$ cat src/rtl/instr_fetch.sv
// Instruction fetch unit: program counter, three-state run control and a
// 32-entry jump-target table.
//
// Optional feature: define CYCLE_COUNT_EN to add the o_cycle_count port and a
// saturating counter of instructions executed in RUN.
//
// Ports:
//   i_clk           rising-edge clock
//   i_reset_n       synchronous active-low reset
//   i_start         one-cycle pulse, starts execution at address 0
//   i_halt          halt request for the current instruction
//   i_jump_en       jump request for the current instruction
//   i_branch_flag   jump is taken only when this is 1
//   i_jump_address  jump-target table read index
//   i_lut_we        jump-target table write enable
//   i_lut_waddr     jump-target table write index
//   i_lut_wdata     jump-target table write data
//   i_inst_data     instruction word from asynchronous instruction memory
//   o_inst_addr     instruction-memory address (the PC)
//   o_instruction   instruction presented to the decoder
//   o_cycle_count   instructions executed (CYCLE_COUNT_EN only)
//   o_running       high in RUN
//   o_done          high in HALTED
module instr_fetch #(
  parameter int unsigned PC_W = 10
) (
  input  logic            i_clk,
  input  logic            i_reset_n,
  input  logic            i_start,
  input  logic            i_halt,
  input  logic            i_jump_en,
  input  logic            i_branch_flag,
  input  logic [4:0]      i_jump_address,
  input  logic            i_lut_we,
  input  logic [4:0]      i_lut_waddr,
  input  logic [PC_W-1:0] i_lut_wdata,
  input  logic [8:0]      i_inst_data,
  output logic [PC_W-1:0] o_inst_addr,
  output logic [8:0]      o_instruction,
  output logic            o_running,
`ifdef CYCLE_COUNT_EN
  output logic [15:0]     o_cycle_count,
`endif
  output logic            o_done
);

  localparam logic [1:0] ST_IDLE   = 2'd0;
  localparam logic [1:0] ST_RUN    = 2'd1;
  localparam logic [1:0] ST_HALTED = 2'd2;

  // Halt encoding: the decoder issues no register or memory writes for it.
  localparam logic [8:0] HALT_INSTR = 9'b000000011;

  logic [1:0]      r_state;
  logic [PC_W-1:0] r_pc;
  logic [PC_W-1:0] r_lut [32];

  logic [1:0]      w_state_next;
  logic [PC_W-1:0] w_pc_next;
  logic [PC_W-1:0] w_lut_rdata;

  // Combinational read sees the pre-write contents on a same-cycle write.
  assign w_lut_rdata = r_lut[i_jump_address];

  always_comb begin
    w_state_next = r_state;
    w_pc_next    = r_pc;
    case (r_state)
      ST_IDLE: begin
        w_pc_next = '0;
        if (i_start) w_state_next = ST_RUN;
      end
      ST_RUN: begin
        // Halt wins over a jump; Start is ignored here.
        if (i_halt) begin
          w_state_next = ST_HALTED;
        end else if (i_jump_en && i_branch_flag) begin
          w_pc_next = w_lut_rdata;
        end else begin
          w_pc_next = r_pc + PC_W'(1);
        end
      end
      ST_HALTED: begin
        if (i_start) begin
          w_state_next = ST_RUN;
          w_pc_next    = '0;
        end
      end
      default: begin
        w_state_next = ST_IDLE;
        w_pc_next    = '0;
      end
    endcase
  end

  always_ff @(posedge i_clk) begin
    if (!i_reset_n) begin
      r_state <= ST_IDLE;
      r_pc    <= '0;
      for (int i = 0; i < 32; i++) begin
        r_lut[i] <= '0;
      end
    end else begin
      r_state <= w_state_next;
      r_pc    <= w_pc_next;
      if (i_lut_we) r_lut[i_lut_waddr] <= i_lut_wdata;
    end
  end

`ifdef CYCLE_COUNT_EN
  logic        w_start_accept;
  logic [15:0] r_cycle_count;

  assign w_start_accept = i_start && (r_state != ST_RUN);

  // Counts every edge taken in RUN, halt cycle included; saturates.
  always_ff @(posedge i_clk) begin
    if (!i_reset_n) begin
      r_cycle_count <= '0;
    end else if (w_start_accept) begin
      r_cycle_count <= '0;
    end else if (r_state == ST_RUN && r_cycle_count != 16'hFFFF) begin
      r_cycle_count <= r_cycle_count + 16'd1;
    end
  end

  assign o_cycle_count = r_cycle_count;
`endif

  assign o_inst_addr   = r_pc;
  assign o_instruction = (r_state == ST_RUN) ? i_inst_data : HALT_INSTR;
  assign o_running     = (r_state == ST_RUN);
  assign o_done        = (r_state == ST_HALTED);

endmodule
$ cat config.mk
export PLATFORM = sky130hd
export DESIGN_NAME = instr_fetch
export DESIGN_NICKNAME = d
export VERILOG_FILES = /design/src/rtl/instr_fetch.sv
export SDC_FILE = /design/constraint.sdc
export NUM_CORES = 1
export LEC_CHECK = 0
export ABC_AREA = 1
export CAP_MARGIN = 25
export CORE_UTILIZATION = 45
export CTS_BUF_LIST = sky130_fd_sc_hd__clkbuf_8
export CTS_CLUSTER_SIZE = 30
export DETAILED_ROUTE_END_ITERATION = 12
export PLACE_DENSITY_LB_ADDON = 0.15
export SLEW_MARGIN = 20
export SYNTH_ARGS = -nofsm -noshare
export SYNTH_HDL_FRONTEND = slang
export SYNTH_SLANG_ARGS = --single-unit
$ cat constraint.sdc
create_clock -name i_clk -period 2.2 [get_ports i_clk]
set_clock_uncertainty 0.15 [all_clocks]
set_input_delay 0.44 -clock i_clk [delete_from_list [all_inputs] [get_ports i_clk]]
set_output_delay 0.44 -clock i_clk [all_outputs]
set_load 0.1 [all_outputs]
==> results.rst <==
.. list-table::
   :header-rows: 1

   * - Metric
     - Value
   * - Run status
     - complete, no violations
   * - Post-Syn Area
     - 0.0155 mm2
   * - Flop pwr share
     - 0.532
   * - Worst flop-to-flop path endpoint
     - o_inst_addr[7]$_SDFFE_PN0P_
   * - Routed wire per std cell
     - between 15 and 20 um
   * - Final Hold Fails
     - 0
   * - Vertical die dimension
     - between 150 and 200 um
   * - Count of cell types in the netlist
     - 26
   * - Pin count of the biggest net entering global routing
     - 69
   * - Cell-internal power
     - 10.3 mW
   * - CTS Buf Count
     - 54
   * - Antenna violations before repair
     - 1
   * - Count of pins on the block boundary
     - 57
   * - H-tree levels
     - 2
   * - Post-Syn Instances
     - 1,677
   * - Average size of a mapped cell
     - 9.27 um2
   * - Slew HR
     - 0.566
   * - CTS tree
     - built
   * - Grt total ovfl
     - 0
   * - Static leakage
     - 7.76 nW
   * - Number of max-cap violations
     - 0
   * - Total wire length after detailed routing
     - 43,600 um
   * - IO buf count
     - 56
   * - Measured slew at the worst slew-check pin
     - 644 ps
   * - Aggregate global-route resource usage
     - 0.249
   * - CP startpoint kind
     - register
   * - Area share of the leading cell type in the synthesized netlist
     - 0.618
   * - Power Density
     - 738 mW/mm2
   * - Setup WS post-layout
     - 6.76 ps
   * - RePlAce Congestion
     - approximately 0.9
   * - Initial cell density of the core
     - 0.460
   * - Total non-filler cell area in the finished layout
     - 0.0187 mm2
   * - Post-route core utilization
     - 0.554
   * - Minimum period implied by the final worst setup slack
     - ~2200 ps
   * - Syn_nets
     - 1,714
   * - Data arrival time at the worst-slack endpoint
     - 1600 ps
   * - Number of vias in the routed layout
     - 12,100
   * - Minimum setup slack after placement
     - -158 ps
   * - Cell accounting for the most synthesized area
     - sky130_fd_sc_hd__edfxtp_1
   * - Kind of path behind the tightest hold check
     - input pin to register
   * - Psw
     - roughly 3.5 mW
   * - Setup slack of the most critical reg-to-reg path
     - 370 ps
   * - Layout cells sized above 1
     - 0.139
   * - Maximum clock rate
     - about 460 MHz
   * - Top cells by area, synth
     - sky130_fd_sc_hd__edfxtp_1 62%, sky130_fd_sc_hd__nand2_1 13%, sky130_fd_sc_hd__nor2_1 8.1%
   * - First-iteration detailed-routing DRC count
     - 1,241
   * - CTS root buffer
     - sky130_fd_sc_hd__clkbuf_8
   * - DRT Pass-1 Iters
     - 5
   * - Synthesis-to-layout area growth
     - 20.4%
   * - Horizontal extent of the die
     - 188 um
   * - Synth Register Bits
     - 332
   * - Cell area after placement
     - 0.0177 mm2
   * - First-pass GRT wire length
     - 66,000 um
   * - Peak supply drop
     - a little over 0.4 mV
   * - Proportion of power drawn by the clock network
     - 0.349
   * - Number of rows in the core area
     - 67
   * - Clock Path Buffers
     - 3
   * - Fraction of power spent switching nets
     - 0.257
   * - Clock insertion delay at the later pin of the skew report
     - 610 ps
   * - Full die area
     - 0.0353 mm2
   * - Critical path data required time
     - 1610 ps
   * - Cell count of the worst hold path
     - 4
   * - Hold buffers post-CTS
     - 0
   * - Synth Warn #
     - 0
   * - Nets
     - approximately 1,800
   * - Final count of negative-setup-slack endpoints
     - 0
   * - Number of global-route vias before repair
     - 11,400
   * - CTS Sinks
     - around 330
   * - Critical Setup Path Class
     - register to output port
   * - DR DRC count
     - 0
   * - Largest fanout of any net on the critical path
     - 10
   * - Unrepaired setup endpoints after global routing
     - true
   * - Clk pin slew, worst setup/hold paths
     - 60 ps
   * - Hold wc startpoint
     - i_reset_n
   * - Remaining antenna violation count after routing
     - 0
   * - Final Slew Violations
     - 0
   * - Crit share post-route
     - 0.997
   * - Worst Reg-to-Reg Cells
     - 8
   * - Combinational share of power
     - 0.119
   * - Post-DP HPWL
     - roughly 28,000 um
   * - Tot Pwr
     - approximately 14 mW
   * - Post-detailed-route via-to-cell ratio
     - 5.31
   * - Reg-to-Reg Start
     - o_inst_addr[3]$_SDFFE_PN0P_
   * - Register area share after synthesis
     - 0.634
   * - Capture endpoint of the worst hold path
     - r_state[0]$_SDFFE_PN0P_
   * - Area of the placeable core
     - 0.0338 mm2
   * - Critical path endpoint category
     - output port
## layout by cell type, fill, tap and decap left out
cell	n
sky130_fd_sc_hd__nand2_1	543
sky130_fd_sc_hd__dfxtp_2	8
sky130_fd_sc_hd__clkdlybuf4s50_1	32
sky130_fd_sc_hd__or2_4	2
sky130_fd_sc_hd__ha_1	1
sky130_fd_sc_hd__nor3_4	5
sky130_fd_sc_hd__inv_2	2
sky130_fd_sc_hd__nor3_1	9
sky130_fd_sc_hd__buf_2	2
sky130_fd_sc_hd__nor2_1	327
sky130_fd_sc_hd__clkinv_1	11
sky130_fd_sc_hd__o21ai_0	5
sky130_fd_sc_hd__o211ai_1	2
sky130_fd_sc_hd__a21oi_1	8
sky130_fd_sc_hd__diode_2	2
sky130_fd_sc_hd__buf_4	105
sky130_fd_sc_hd__nand4_1	2
sky130_fd_sc_hd__xnor2_1	1
sky130_fd_sc_hd__inv_1	60
sky130_fd_sc_hd__edfxtp_1	320
sky130_fd_sc_hd__inv_4	1
sky130_fd_sc_hd__o21ai_1	4
sky130_fd_sc_hd__nor4_1	2
sky130_fd_sc_hd__buf_12	57
sky130_fd_sc_hd__inv_6	1
sky130_fd_sc_hd__clkbuf_8	59
sky130_fd_sc_hd__xor2_1	2
sky130_fd_sc_hd__nor2_4	8
sky130_fd_sc_hd__clkinv_2	5
sky130_fd_sc_hd__nand3_1	247
sky130_fd_sc_hd__or2_2	1
sky130_fd_sc_hd__dfxtp_1	4
## kinds of logic (layout without fill, tap and decap cells)
kind of cell | Yosys count | in the layout | share of synthesized area
other cells | 0 | 2 | 0
compound gates | 19 | 19 | 0.00644
fa+ha+maj | 1 | 1 | 0.000805
simple gates | 1146 | 1146 | 0.303
buf+inv | 176 | 335 | 0.0547
xor+xnor | 3 | 3 | 0.00169
flops | 332 | 332 | 0.634
## worst max-delay path, cell delays in order, from the launching register on
cell	delay, ps
sky130_fd_sc_hd__dfxtp_2	320
sky130_fd_sc_hd__inv_2	50
sky130_fd_sc_hd__nor2_4	120
sky130_fd_sc_hd__inv_6	100
sky130_fd_sc_hd__or2_4	250
sky130_fd_sc_hd__buf_12	160
## area by class of cell
type	instances	area [um2]
antenna	2	5.00
clock buffer	59	812
clock inverter	38	149
fill	3029	15100
inverter	42	165
multi-input combinational	1169	4910
sequential	332	9860
tap	448	561
timing repair buffer	196	2260
## synth_stat cells (all sizes together)
cell type / count
nand2: 543
nor2: 335
edfxtp: 320
nand3: 247
buf: 91
clkbuf: 43
inv: 42
nor3: 14
dfxtp: 12
o21ai: 9
a21oi: 8
or2: 3
nand4: 2
nor4: 2
o211ai: 2
xor2: 2
ha: 1
xnor2: 1
## flip-flops by register name, summed over array words and instances, names as in the netlist
register     count
r_lut          320
o_inst_addr     10
r_state          2
## how the worst max path moves through the flow
| stage | end | start | slack [ps] | cells after the start |
|---|---|---|---|---|
| after floorplan | o_instruction[2] | r_state[0]$_SDFFE_PN0P_ | -4 | 4 |
| after global placement | r_lut[9][1]$_SDFFCE_PN0P_ | i_lut_waddr[4] | -140 | 7 |
| after detailed placement | r_lut[8][2]$_SDFFCE_PN0P_ | i_lut_waddr[4] | -160 | 7 |
| final | o_instruction[1] | r_state[0]$_SDFFE_PN0P_ | 7 | 5 |
| after global routing | o_instruction[1] | r_state[1]$_SDFFE_PN0P_ | -40 | 4 |
| after CTS | o_instruction[1] | r_state[0]$_SDFFE_PN0P_ | -20 | 5 |
## per-stage QoR
stage                     cells  hold WS [ps]  setup TNS [ps]
after global placement     2185           334          -21810
final                      2286           264               0
after floorplan            1677           332           -3.87
after global routing       2284           270           -75.6
after CTS                  2283           234           -47.4
after detailed placement   2185           337          -31810
## power by group through the flow
stage | clock, mW | sequential [mW] | combinational (mW)
global placement | 0 | 7.47 | 1.63
CTS | 4.90 | 7.35 | 1.65
finish | 4.82 | 7.35 | 1.64
global route | 5.15 | 7.38 | 1.77
floorplan | 0 | 7.46 | 0.885
detailed placement | 0 | 7.48 | 1.64
## timing repair
item,4_1_cts,5_1_grt
gates cloned,0,0
setup endpoints to repair,3,2
pin swaps,1,0
buffers inserted,1,1
endpoints found under the hold margin,0,0
resized for setup,0,0
## layer usage
layer | vias to the layer above | track usage | part of all wire
met2 | 519 | 0.396 | 0.47
met3 | 72 | 0.0445 | 0.084
met1 | 5777 | 0.344 | 0.42
met5 | - | 0 | 0
met4 | 0 | 0.0847 | 0.022
li1 | 5777 | - | -
No activity file was read; power rests on OpenSTA's default activity.
==> RTL change 1: new RTL, same settings <==
Set the parameter `PC_W` to 12 (it was 10).
--- a/src/rtl/instr_fetch.sv
+++ b/src/rtl/instr_fetch.sv
@@ -24,3 +24,3 @@
 module instr_fetch #(
-  parameter int unsigned PC_W = 10
+  parameter int unsigned PC_W = 12
 ) (
Interface: changed (resized i_lut_wdata and o_inst_addr); port bits go from 57 to 61. No check against the original RTL was run, so the function may have changed too.
==> RTL change 1 against the original RTL <==
  * The run now ends with setup timing left
  * Die area rose by 19%
  * Critical path type unchanged
  * Sequential cell count rose by 66
  * Total power is 29% higher
  * Setup slack got worse by 0.030 ns
  * Routed wire length is 20% higher
  * Area after synthesis grew 19%
  * First-iteration DRC count about the same
  * Clock power increased by 45%
  * Largest cell class unchanged
  * Core utilization grew 0.76 points
  * Global-route usage rose by 0.79 points
  * Cell area is 20% higher
==> RTL change 1: results (changes against the original RTL) <==
Run status
  – Status: finished, violations left
  – Failing checks: setup timing

Timing
  – Slew @ Worst Pin: 0.4296 ns (-0.2148 ns)
  – Final Setup Violations: 5 (+5)
  – Final worst slack: -0.02282 ns (-0.02957 ns)

Cells and area
  – Final core utilization: 0.5616 (+0.007564)
  – Final nets: 2147 (+17%)
  – Largest register FFs: 384 (+20%)

CTS
  – Total CTS buffers: 70 (+30%)
  – CTS H-tree depth: 3 (+1)

Synthesis
  – Post-synth EDFFs: 384 (+20%)
  – Syn_nets: 2015 (+18%)
  – Adder-cell share of the synthesized area: 0.0006782 (-0.0001270)
  – Synth cell count leaders: nand2_1 (621), nor2_1 (401), edfxtp_1 (384), nand3_1 (300), buf_2 (73)

Route
  – Vias/cell: 5.398 (+1.6%)
  – DR WL/cell: 19.52 um (+2.4%)
  – 1st-iter DRT viols: 1242 (+0.081%)

Power
  – LEAKAGE: 9.237 nW (+19%)
  – Peak supply drop: 0.4565 mV (+13%)

Critical path
  – Critical Path Fanout Max: 6 (-4)
  – Largest delay share family, worst path: buffers and inverters
  – FF-to-FF path depth: 7 (-1)
  – Reg2reg start: o_inst_addr[4]

Placement
  – IO buf count: 60 (+7.1%)
  – GP Congestion: 0.8529 (-3.4%)
==> RTL change 1: cell types whose count changed after synthesis, moves of 3 or more <==
cell,unedited run,this run
nand2_1,543,621
nor2_1,335,401
edfxtp_1,320,384
nand3_1,247,300
buf_4,2,22
clkbuf_1,43,57
buf_6,10,0
o21ai_0,5,11
a21oi_1,8,11
inv_1,39,42
==> RTL change 1: what timing repair did <==
action / CTS / global route
setup buffers: 5 / 2
pin swaps: 2 / 4
hold endpoints to repair: 0 / 0
endpoints found under the setup margin: 9 / 7
resized for setup: 4 / 0
==> RTL change 1: worst max-delay path by stage <==
stage	start	end	depth (start not counted)
floorplan	r_state[0]	o_instruction[2]	4
global placement	i_lut_we	r_lut[14][3]	8
detailed placement	i_lut_we	r_lut[8][3]	8
CTS	r_state[0]	o_instruction[0]	5
global route	r_state[0]	o_instruction[4]	6
finish	r_state[0]	o_instruction[4]	6
==> RTL change 1: layout make-up <==
type / count / share of cell area
Clock buffer: 77 / 0.04706
Clock inverter: 49 / 0.01622
Inverter: 45 / 0.008057
Multi-Input combinational cell: 1379 / 0.2567
Sequential cell: 398 / 0.5248
Tap cell: 525 / 0.02917
Timing Repair Buffer: 214 / 0.1181
==> RTL change 1: stage by stage <==
step	hold slack (ns)	total power [mW]	std cells	setup TNS, ns
3_5_place_dp	0.3200	10.88	2554	-65.68
5_1_grt	0.2500	18.36	2687	-0.4665
4_1_cts	0.1970	17.87	2685	-0.2308
3_3_place_gp	0.3190	10.85	2554	-55.62
6_report	0.2146	17.76	2687	-0.04199
2_1_floorplan	0.3324	9.961	1976	-0.008900
==> RTL change 1: layer usage <==
metal,wire (um),track usage,share of wire
met1,22510,0.3596,0.43
met2,24000,0.3996,0.46
met3,4568,0.04528,0.087
met4,1370,0.09568,0.026
met5,5,0,0.000095
==> RTL change 2: new RTL, same settings <==
Without the edit above. `r_pc` no longer has a reset.
--- a/src/rtl/instr_fetch.sv
+++ b/src/rtl/instr_fetch.sv
@@ -98,3 +98,2 @@
       r_state <= ST_IDLE;
-      r_pc    <= '0;
       for (int i = 0; i < 32; i++) begin
@@ -104,5 +103,8 @@
       r_state <= w_state_next;
-      r_pc    <= w_pc_next;
       if (i_lut_we) r_lut[i_lut_waddr] <= i_lut_wdata;
     end
+  end
+
+  always_ff @(posedge i_clk) begin
+    r_pc <= w_pc_next;
   end
Function: differs if i_reset_n is asserted again (counterexample within 4 cycles, from zero or initial values and one cycle with i_reset_n low); with i_reset_n held inactive, the same outputs for 4 cycles.
==> RTL change 2 against the original RTL <==
  * The run now ends with setup timing left
  * Routed wire length up 1.7%
  * Sequential cell count is the same
  * Largest power group unchanged
  * Cell area grew 0.15%
  * Setup slack got worse by 0.0074 ns
  * Total power is 1.1% higher
  * Sequential share of layout area is 0.41 points higher
  * Highest routed layer unchanged
  * Area after synthesis decreased by 0.37%
==> RTL change 2: results (changes against the original RTL) <==
Run status
  – Status: finished, violations left
  – Failing checks: setup timing

Global route
  – Vias in the first global route: 11465 (+0.41%)
  – All-layer global routing usage: 0.2545 (+0.005502)
  – Initial antenna violation count: 0 (-1)
  – Largest net degree at the start of global routing: 64 (-7.2%)
  – First-pass GRT wire length: 67450 um (+2.2%)

Critical path
  – Critical Path Fanout Max: 8 (-2)
  – Worst Setup EP: o_instruction[8]
  – R2r endpoint: o_inst_addr[8]
  – FF-to-FF path depth: 9 (+1)
  – R2R setup slack: 0.43 ns (+0.06 ns)
  – Crit-path max cell delay: 0.35 ns (+0.03 ns)

Power
  – LEAKAGE: 7.558 nW (-2.6%)
  – Peak supply drop: 0.4323 mV (+6.8%)

Cells and area
  – Share of cells above drive strength 1: 0.1408 (+0.001349)
  – Antenna cells: 0 (-2)
  – Final nets: 1788 (-2.4%)
  – Fill count: 2996 (-1.1%)
  – Largest register by flop count: r_lut

Placement
  – Post-Place Cells: 2141 (-2.0%)
  – GP Congestion: 0.8984 (+1.7%)

Route
  – 1st-iter DRT viols: 1280 (+3.1%)
  – DR WL/cell: 19.81 um (+3.9%)
  – Vias/cell: 5.333 (+0.39%)
  – Via Count: 11936 (-1.7%)

CTS
  – Worst skew pair latency: 0.59 ns (-0.02 ns)
  – Clock-pin slew on the worst setup and hold paths: 0.06 ns (about the same)

Timing
  – Total negative slack: -0.0005970 ns (-0.0005970 ns)
  – Final worst slack: -0.0005970 ns (-0.007356 ns)
  – Slew @ Worst Pin: 0.5619 ns (-0.08252 ns)
  – Final Setup Violations: 1 (+1)

Synthesis
  – Synth area leaders: edfxtp_1 (64%), nand2_1 (12%), nand3_1 (8.5%), nor2_1 (8.1%), buf_2 (1.9%)
  – Synth cell count leaders: nand2_1 (476), nor2_1 (333), edfxtp_1 (330), nand3_1 (262), buf_2 (58)
  – Synthesized area per cell: 9.481 sq um (+2.3%)
  – Syn_nets: 1670 (-2.6%)
  – Post-synth EDFFs: 330 (+3.1%)
  – Sequential-to-total area share from yosys stat: 0.6426 (+0.008821)
  – Synth unique cells: 25 (-3.8%)

Hold path
  – Worst Min Path Start: i_start
  – Hold Crit Depth: 5 (+1)
[RTL change 2: stage by stage]
stage	instance area [sq um]	util	hold WS, ns	setup slack, ns
final	18740	0.5562	0.3840	-0.0005970
after global routing	18740	0.5562	0.3998	-0.05907
after CTS	18740	0.5562	0.3519	-0.02948
after detailed placement	17790	0.5279	0.3882	-0.1527
after global placement	17790	0.5279	0.3910	-0.1465
after floorplan	15580	-	0.3688	-0.2471
[RTL change 2: logic make-up after synthesis]
logic type,share of synthesized area
compound gates,0.009456
xor+xnor,0.002263
fa+ha+maj,0.0008080
buf+inv,0.05423
flops,0.6426
simple gates,0.2906
[RTL change 2: repair_timing]
action	in CTS	in global routing
setup buffers	2	1
gates cloned	0	0
hold buffers	0	0
resized for setup	6	0
pin swaps	2	3
setup endpoints to repair	9	10
[RTL change 2: power by group]
part	total (mW)	switching, mW	internal (mW)	leakage (nW)
clock network	4.70	2.40	2.30	0.526
registers	7.42	0.121	7.30	3.18
logic	1.85	1.22	0.625	3.86
[RTL change 2: critical path, delay by kind of cell, from the launching register on]
family / cells / cell delay (ns)
buffers and inverters: 4 / 0.44
flip-flops: 1 / 0.35
AND/OR/NAND/NOR: 2 / 0.24
[RTL change 2: layout make-up]
class / instances / area [sq um] / share of cell area
Sequential cell: 332 / 9951 / 0.5309
Tap cell: 448 / 560.5 / 0.02990
Inverter: 42 / 165.2 / 0.008811
Timing Repair Buffer: 196 / 2372 / 0.1266
Clock inverter: 40 / 162.7 / 0.008678
Multi-Input combinational cell: 1125 / 4776 / 0.2548
Clock buffer: 55 / 757.0 / 0.04038
[RTL change 2: routing by layer]
metal  share of wire  global-route usage
met5               0                   0
met4           0.026             0.07849
met3           0.074             0.03583
met2            0.46              0.4046
met1            0.44              0.3625
